`src/rtl/walu_pipe.sv`:
```
// Pipelined word ALU: valid/ready in, LATENCY register stages, registered
// result/flags/tag out. Stages collapse bubbles and stall under back-pressure.
module walu_pipe #(
    parameter int WIDTH   = 32,
    parameter int LATENCY = 2,
    parameter int TAG_W   = 4
) (
    input  logic             clk,
    input  logic             rst_n,
    input  logic             in_valid,
    output logic             in_ready,
    input  logic [WIDTH-1:0] in_a,
    input  logic [WIDTH-1:0] in_b,
    input  logic [3:0]       in_op,
    input  logic [TAG_W-1:0] in_tag,
    output logic             out_valid,
    input  logic             out_ready,
    output logic [WIDTH-1:0] out_r,
    output logic             out_c,
    output logic             out_v,
    output logic             out_z,
    output logic             out_err,
    output logic [TAG_W-1:0] out_tag
);

    localparam int SH = $clog2(WIDTH);

    typedef enum logic [3:0] {
        OP_ADD = 4'd0,
        OP_SUB = 4'd1,
        OP_AND = 4'd2,
        OP_OR  = 4'd3,
        OP_XOR = 4'd4,
        OP_SLL = 4'd5,
        OP_SRL = 4'd6,
        OP_SRA = 4'd7,
        OP_MUL = 4'd8,
        OP_SLT = 4'd9
    } op_e;

    logic [WIDTH:0]   sum_add;
    logic [WIDTH:0]   sum_sub;
    logic [WIDTH-1:0] prod;
    logic [WIDTH-1:0] sra_r;
    logic [SH-1:0]    amt;
    logic             slt;
    logic             v_add;
    logic             v_sub;

    logic [WIDTH-1:0] alu_r;
    logic             alu_c;
    logic             alu_v;
    logic             alu_z;
    logic             alu_err;

    assign amt     = in_b[SH-1:0];
    assign sum_add = {1'b0, in_a} + {1'b0, in_b};
    assign sum_sub = {1'b0, in_a} + {1'b0, ~in_b} + {{WIDTH{1'b0}}, 1'b1};
    assign prod    = in_a * in_b;
    assign sra_r   = $unsigned($signed(in_a) >>> amt);
    assign slt     = $signed(in_a) < $signed(in_b);

    // Overflow: operands (b inverted for SUB) agree in sign but result differs.
    assign v_add = (in_a[WIDTH-1] == in_b[WIDTH-1]) & (sum_add[WIDTH-1] ^ in_a[WIDTH-1]);
    assign v_sub = (in_a[WIDTH-1] != in_b[WIDTH-1]) & (sum_sub[WIDTH-1] ^ in_a[WIDTH-1]);

    always_comb begin
        alu_r   = '0;
        alu_c   = 1'b0;
        alu_v   = 1'b0;
        alu_err = 1'b0;
        case (op_e'(in_op))
            OP_ADD: begin
                alu_r = sum_add[WIDTH-1:0];
                alu_c = sum_add[WIDTH];
                alu_v = v_add;
            end
            OP_SUB: begin
                alu_r = sum_sub[WIDTH-1:0];
                alu_c = sum_sub[WIDTH];
                alu_v = v_sub;
            end
            OP_AND:  alu_r = in_a & in_b;
            OP_OR:   alu_r = in_a | in_b;
            OP_XOR:  alu_r = in_a ^ in_b;
            OP_SLL:  alu_r = in_a << amt;
            OP_SRL:  alu_r = in_a >> amt;
            OP_SRA:  alu_r = sra_r;
            OP_MUL:  alu_r = prod;
            OP_SLT:  alu_r = {{(WIDTH-1){1'b0}}, slt};
            default: alu_err = 1'b1;
        endcase
    end

    assign alu_z = (alu_r == '0);

    logic [LATENCY-1:0] vld;
    logic [LATENCY-1:0] en;
    logic [LATENCY-1:0] vld_d;
    logic [LATENCY-1:0] c_q;
    logic [LATENCY-1:0] c_d;
    logic [LATENCY-1:0] v_q;
    logic [LATENCY-1:0] v_d;
    logic [LATENCY-1:0] z_q;
    logic [LATENCY-1:0] z_d;
    logic [LATENCY-1:0] err_q;
    logic [LATENCY-1:0] err_d;
    logic [WIDTH-1:0]   r_q   [LATENCY];
    logic [WIDTH-1:0]   r_d   [LATENCY];
    logic [TAG_W-1:0]   tag_q [LATENCY];
    logic [TAG_W-1:0]   tag_d [LATENCY];

    for (genvar k = 0; k < LATENCY; k++) begin : g_stage
        // A stage may load when it or any stage downstream of it has a hole,
        // or when the consumer takes the head this cycle.
        assign en[k] = out_ready | ~(&vld[LATENCY-1:k]);

        if (k == 0) begin : g_src_alu
            assign vld_d[k] = in_valid;
            assign r_d[k]   = alu_r;
            assign c_d[k]   = alu_c;
            assign v_d[k]   = alu_v;
            assign z_d[k]   = alu_z;
            assign err_d[k] = alu_err;
            assign tag_d[k] = in_tag;
        end else begin : g_src_prev
            assign vld_d[k] = vld[k-1];
            assign r_d[k]   = r_q[k-1];
            assign c_d[k]   = c_q[k-1];
            assign v_d[k]   = v_q[k-1];
            assign z_d[k]   = z_q[k-1];
            assign err_d[k] = err_q[k-1];
            assign tag_d[k] = tag_q[k-1];
        end

        always_ff @(posedge clk) begin
            if (!rst_n) begin
                vld[k]   <= 1'b0;
                r_q[k]   <= '0;
                c_q[k]   <= 1'b0;
                v_q[k]   <= 1'b0;
                z_q[k]   <= 1'b0;
                err_q[k] <= 1'b0;
                tag_q[k] <= '0;
            end else if (en[k]) begin
                vld[k]   <= vld_d[k];
                r_q[k]   <= r_d[k];
                c_q[k]   <= c_d[k];
                v_q[k]   <= v_d[k];
                z_q[k]   <= z_d[k];
                err_q[k] <= err_d[k];
                tag_q[k] <= tag_d[k];
            end
        end
    end

    assign in_ready  = en[0];
    assign out_valid = vld[LATENCY-1];
    assign out_r     = r_q[LATENCY-1];
    assign out_c     = c_q[LATENCY-1];
    assign out_v     = v_q[LATENCY-1];
    assign out_z     = z_q[LATENCY-1];
    assign out_err   = err_q[LATENCY-1];
    assign out_tag   = tag_q[LATENCY-1];

endmodule
```
`config.mk`:
```
export PLATFORM = sky130hd
export DESIGN_NAME = walu_pipe
export DESIGN_NICKNAME = d
export VERILOG_FILES = /design/src/rtl/walu_pipe.sv
export SDC_FILE = /design/constraint.sdc
export NUM_CORES = 2
export LEC_CHECK = 0
export CORE_ASPECT_RATIO = 1.2
export CORE_MARGIN = 10
export CORE_UTILIZATION = 39
export CTS_CLUSTER_DIAMETER = 150
export DETAILED_ROUTE_END_ITERATION = 10
export GPL_TIMING_DRIVEN = 0
export HOLD_SLACK_MARGIN = 0.12
export MAX_ROUTING_LAYER = met4
export SYNTH_ARGS = -nofsm -noshare
export SYNTH_HDL_FRONTEND = slang
export SYNTH_SLANG_ARGS = --single-unit
```
`constraint.sdc`:
```
create_clock -name clk -period 14.6 [get_ports clk]
set_input_delay 4.38 -clock clk [delete_from_list [all_inputs] [get_ports clk]]
set_output_delay 4.38 -clock clk [all_outputs]
set_load 0.1 [all_outputs]
```
Yosys cells after proc, flatten, opt, wreduce, memory -nomap -nowiden
Memories as Yosys holds them, arrays and structs flattened.
Cells that the tools add are included.
{ "word_totals": {"register_bits": 10, "ram_bits": 72, "input_bits": 76, "out_inout_bits": 42, "n_memories": 2} }
{ "op_classes": {"addsub": 3, "mul": 1, "n_lt_le_gt_ge": 1, "eq_ne": 11, "shift": 3, "mux": 15, "n_bitwise": 16, "n_reduce_logical": 4} }
{ "memory_table": {"columns": ["memory", "depth", "word_bits", "rd", "rd_clocked_by_memory_dff", "write_ports", "line", "rtl"], "rows": [
  ["r_q", 2, 32, 2, 0, 2, "108", "logic [WIDTH-1:0] r_q [LATENCY];"],
  ["tag_q", 2, 4, 2, 0, 2, "110", "logic [TAG_W-1:0] tag_q [LATENCY];"]
]} }
{ "op_table": {"columns": ["cell", "n"], "rows": [
  ["$pmux 32 s10", 1],
  ["$add 32x32->33", 2],
  ["$mux 32", 2],
  ["$add 33x1->33 const B", 1],
  ["$and 32x32->32", 1],
  ["$logic_not 32->1", 1],
  ["$lt 32x32->1", 1],
  ["$mul 32x32->32", 1],
  ["$not 32->32", 1],
  ["$or 32x32->32", 1],
  ["$shl 32x5->32", 1],
  ["$shr 32x5->32", 1],
  ["$sshr 32x5->32", 1],
  ["$xor 32x32->32", 1],
  ["$eq 4x3->1 const B", 4],
  ["$reduce_or 10->1", 1],
  ["$eq 4x2->1 const B", 2],
  ["$eq 4x4->1 const B", 2],
  ["$mux 1", 8],
  ["$mux 4", 2],
  ["$or 1x1->1", 6],
  ["$eq 4x1->1 const B", 1],
  ["$logic_not 4->1", 1],
  ["$pmux 1 s2", 2],
  ["other kinds (6)", 9]
]} }

Logic depth before layout (Yosys ltp)
{ "depth": {"ltp_word": 7, "mapped_depth": 32} }

Worst setup path before layout
No wires, ideal clock.
{ "synth_path": {"path_type": "in2reg", "startpoint": "in in_b[2]", "endpoint": "reg z_q[0], in the netlist z_d[1]", "setup_time_ns": 0.096, "arrival_time_ns": 12.648, "required_time_ns": 14.504, "setup_slack_ns": 1.856, "path_stages": 31, "n_path_buf": 5, "cell_sequence": "inv_1 -> buf_2 -> buf_1 -> clkbuf_1 -> buf_1 -> nor2_1 -> fa_1 -> inv_1 -> fa_1 -> fa_1 -> fa_1 -> inv_1 -> fa_1 -> inv_1 -> fa_1 -> inv_1 -> fa_1 -> fa_1 -> ha_1 -> clkbuf_1 -> and3_1 -> nand3_1 -> o31a_1 -> o31a_1 -> o21ai_0 -> xor2_1 -> a2111o_1 -> nor2_1 -> nand3_1 -> or4_1 -> o41ai_2"} }
{ "synth_via": {"elab_chain_len": 5, "elab_cells_between_ends": 14, "cone_classes": "add/sub: 3; mul: 1; order compare: 1; shift: 3; mux: 1; bitwise: 4; reduce/logical: 1"} }
{ "synth_lines": {"columns": ["element", "line", "rtl"], "rows": [
  ["start: declaration", "13", "input logic [WIDTH-1:0] in_b,"],
  ["branches (longest 3 deep; another with $mul 32x32->32)", null, null],
  ["$pmux 32 s10 *", "72", "case (op_e'(in_op))"],
  ["$logic_not 32->1 *", "95", "assign alu_z = (alu_r == '0);"],
  ["end signal: indexed assignment", "150", "z_q[k] <= z_d[k];"],
  ["end: declaration", "104", "logic [LATENCY-1:0] z_q;"]
]} }
Mark *: on every way between the ends.
A chain may end at the register's enable or synchronous reset.

Worst setup path after layout
{ "layout_path": {"startpoint": "in in_a[11]", "endpoint": "reg z_q[0], in the netlist z_d[1]"} }
{ "layout_via": {"elab_chain_len": 4, "elab_cells_between_ends": 13, "cone_classes": "add/sub: 3; mul: 1; order compare: 1; shift: 3; mux: 1; bitwise: 3; reduce/logical: 1"} }
{ "layout_lines": {"columns": ["element", "line", "rtl"], "rows": [
  ["start: declaration", "12", "input logic [WIDTH-1:0] in_a,"],
  ["branches (longest 2 deep; another with $mul 32x32->32)", null, null],
  ["$pmux 32 s10 *", "72", null],
  ["$logic_not 32->1 *", "95", null]
]} }
Marked as above.

==> out/results.tsv <==
metric	value	unit
layout net count	4164	
Routed Wire Length	153	mm
commonest cells in the netlist	466 x inv_1, 453 x nor2_1, 410 x fa_1	
Post-synth EDFFs	72	
Die X	263	um
gpl congestion	1.11	
top-count cell post-synth	inv_1	
antenna violations before repair	8	
Hold Buf Count CTS	0	
Die Y	311	um
ANT nets after route	0	
Synth cell types	94	
Worst-path clk slew	0.07	ns
Area after DPL	29900	um^2
core area	69900	um^2
synthesis-stage register bit count	82	
Peak Freq	69.2	MHz
worst-path maximum fanout	10	
DR vias/cell	6.26	
setup repair after global routing missed its margin	false	
Worst R2R Path Depth	14	
Max Slew Vio Count	4	
grt total ovfl	0	
vias in the first global route	27900	
post-synthesis async set-or-reset flop share	0	
fin crit share	0.989	
worst hold stages	1	
max-cap check violation count	1	
Startpoint Class	input pin	
Die ar.	81700	um^2
input/output buffers	116	
Yosys Warn Count	0	
Synth area leader	fa_1	
Top FF cell, synth	edfxtp_1	
synthesized cell area	27500	um^2
FF-to-FF Start	out_valid	
DR WL/cell	34.9	um
GRT Overall Usage	0.377	
max incr delay on CP	0.83	ns
HP Start	vld[0]	
setup violators final	0	
failing checks	max-capacitance violations, max-slew violations	
Slew HR	-0.119	
CTS Buffer Depth	2	
cell count after synthesis	3338	
Synth area leaders	fa_1 30%, ha_1 10%, edfxtp_1 7.8%, inv_1 6.3%, nor2_1 6.2%	
status	complete, but fails checks	
final worst path period need	14.44	ns
crit path DAT	14.70	ns
Initial Util	0.394	
# IOs	118	
Worst Hold End	out_valid	
critical path class	input pin to flop	
first-pass GRT wire length	214	mm
Final Cell Area	30300	um^2
Layout Skew	0.0102	ns
# rows	106	
Synth Net Count	4044	
drt pass-1 iters	6	
largest net degree at the start of global routing	37	
synthesized area per cell	8.25	um^2
DR iter-0 viols	2863	
Sink Count	82	
H-tree Lvls	3	
Required @ worst endpoint	14.86	ns
Num CTS Buffers	9	
drt drc	0	
CTS tree	done	
Critical R2R Capture	z_d[1]	
share of cells above drive strength 1	0.0540	
hpwl dp	128	mm
clk_lat worst skew	0.35	ns
Core Util, Final	0.433	
crit path max-delay cell type	clkbuf_1	
worst slew pin tran	1.66	ns
vias post-DR	27500	
most used cell, CP	fa_1	
clk root buf	clkbuf_16	
P&R area growth vs syn	9.92	%
Critical Path Sink Type	flop	
worst hold slack	0.457	ns
R2R setup slack	10.35	ns
HP Class	flop to flop	
top cell type's share of synthesized area	0.298	
Fin. Hold Viols	0	
sequential element share of the synthesized area	0.0858	
[per-layer routing]
metal / vias up / GRT usage / wire (um)
li1: 11300 / - / -
met1: 14000 / 0.426 / 56500
met2: 1726 / 0.597 / 71300
met3: 454 / 0.0740 / 13100
met4: 0 / 0.258 / 12500
met5: - / - / 0
[stage by stage]
stage / setup TNS, ns / instances / worst slack (ns)
5_1_grt: 0 / 4389 / 0.0101
3_5_place_dp: -18.34 / 4374 / -2.45
4_1_cts: 0 / 4384 / 0.00369
2_1_floorplan: 0 / 3338 / 1.86
6_report: 0 / 4391 / 0.159
3_3_place_gp: -20.50 / 4372 / -2.62
[cell families (layout without fill, tap and decap cells)]
group | Yosys count | after routing | synth area share
muxes | 118 | 118 | 0.0589
other | 0 | 10 | 0
AOI/OAI and AO/OA | 603 | 603 | 0.150
xor gates and xnor gates | 100 | 100 | 0.0318
DFF | 82 | 82 | 0.0858
adders and majority gates | 630 | 630 | 0.398
buffers and inverters | 694 | 819 | 0.0976
and+or+nand+nor | 1111 | 1111 | 0.178
[repair_timing]
action / 4_1_cts / 5_1_grt
setup buffers: 0 / 0
gates resized for setup: 42 / 48
endpoints found under the setup margin: 18 / 3
endpoints found under the hold margin: 0 / 0
[worst max-delay path: cells and delay by family]
kind / cells / cell delay, ns
compound gates: 4 / 0.86
fa+ha+maj: 9 / 4.31
buf+inv: 7 / 2.74
xor+xnor: 1 / 0.22
simple gates: 7 / 2.19
[cell usage in the layout, fill, tap and decap left out, types with 14 or more instances in the layout]
cell type and count:
a31oi_1 24, nand3_1 40, a211oi_1 44, buf_2 19, a22oi_1 18, mux2_1 14, edfxtp_1 72, mux4_2 30
nor4_1 15, clkdlybuf4s50_1 113, mux2i_1 44, fa_1 410, nand2_1 360, xnor2_1 76, o21bai_1 17, and2_1 46
xor2_1 23, o211ai_1 31, a221oi_1 19, o31ai_1 15, nand4_1 21, clkbuf_1 123, a21o_1 33, mux2_2 27
o21ai_0 92, ha_1 220, clkbuf_2 29, nor2_1 453, nor2b_1 28, a21oi_1 136, and3_1 17, inv_1 466
o22ai_1 21, o21a_1 17, nor3_1 53
[worst max-delay path by stage]
stage	from	end	slack [ns]	cells past startpoint
2_1_floorplan	in_b[2]	z_d[1]	1.86	31
3_3_place_gp	in_b[3]	z_d[1]	-2.62	31
3_5_place_dp	in_b[3]	z_d[1]	-2.45	31
4_1_cts	in_a[9]	z_d[1]	0.004	28
5_1_grt	in_b[1]	z_d[1]	0.01	26
6_report	in_a[11]	z_d[1]	0.16	28
[cell type report]
| cell class | instances | area, um^2 |
|---|---|---|
| Antenna cell | 10 | 25.0 |
| Buffer | 199 | 911 |
| Clock buffer | 10 | 229 |
| Clock inverter | 6 | 48.8 |
| Fill cell | 7291 | 39600 |
| Inverter | 485 | 1840 |
| Multi-Input combinational cell | 2562 | 22500 |
| Sequential cell | 82 | 2360 |
| Tap cell | 918 | 1150 |
| Timing Repair Buffer | 119 | 1180 |
[flip-flops by register name (all words and copies together), names as in the netlist]
name,count
r_q,64
tag_q,8
c_d,1
err_d,1
out_c,1
out_err,1
out_v,1
out_valid,1
out_z,1
v_d,1
vld,1
z_d,1
Power is left out: the tool's default activity adds up to more than one toggle a clock period on the data nets, which glitch-free logic cannot reach.
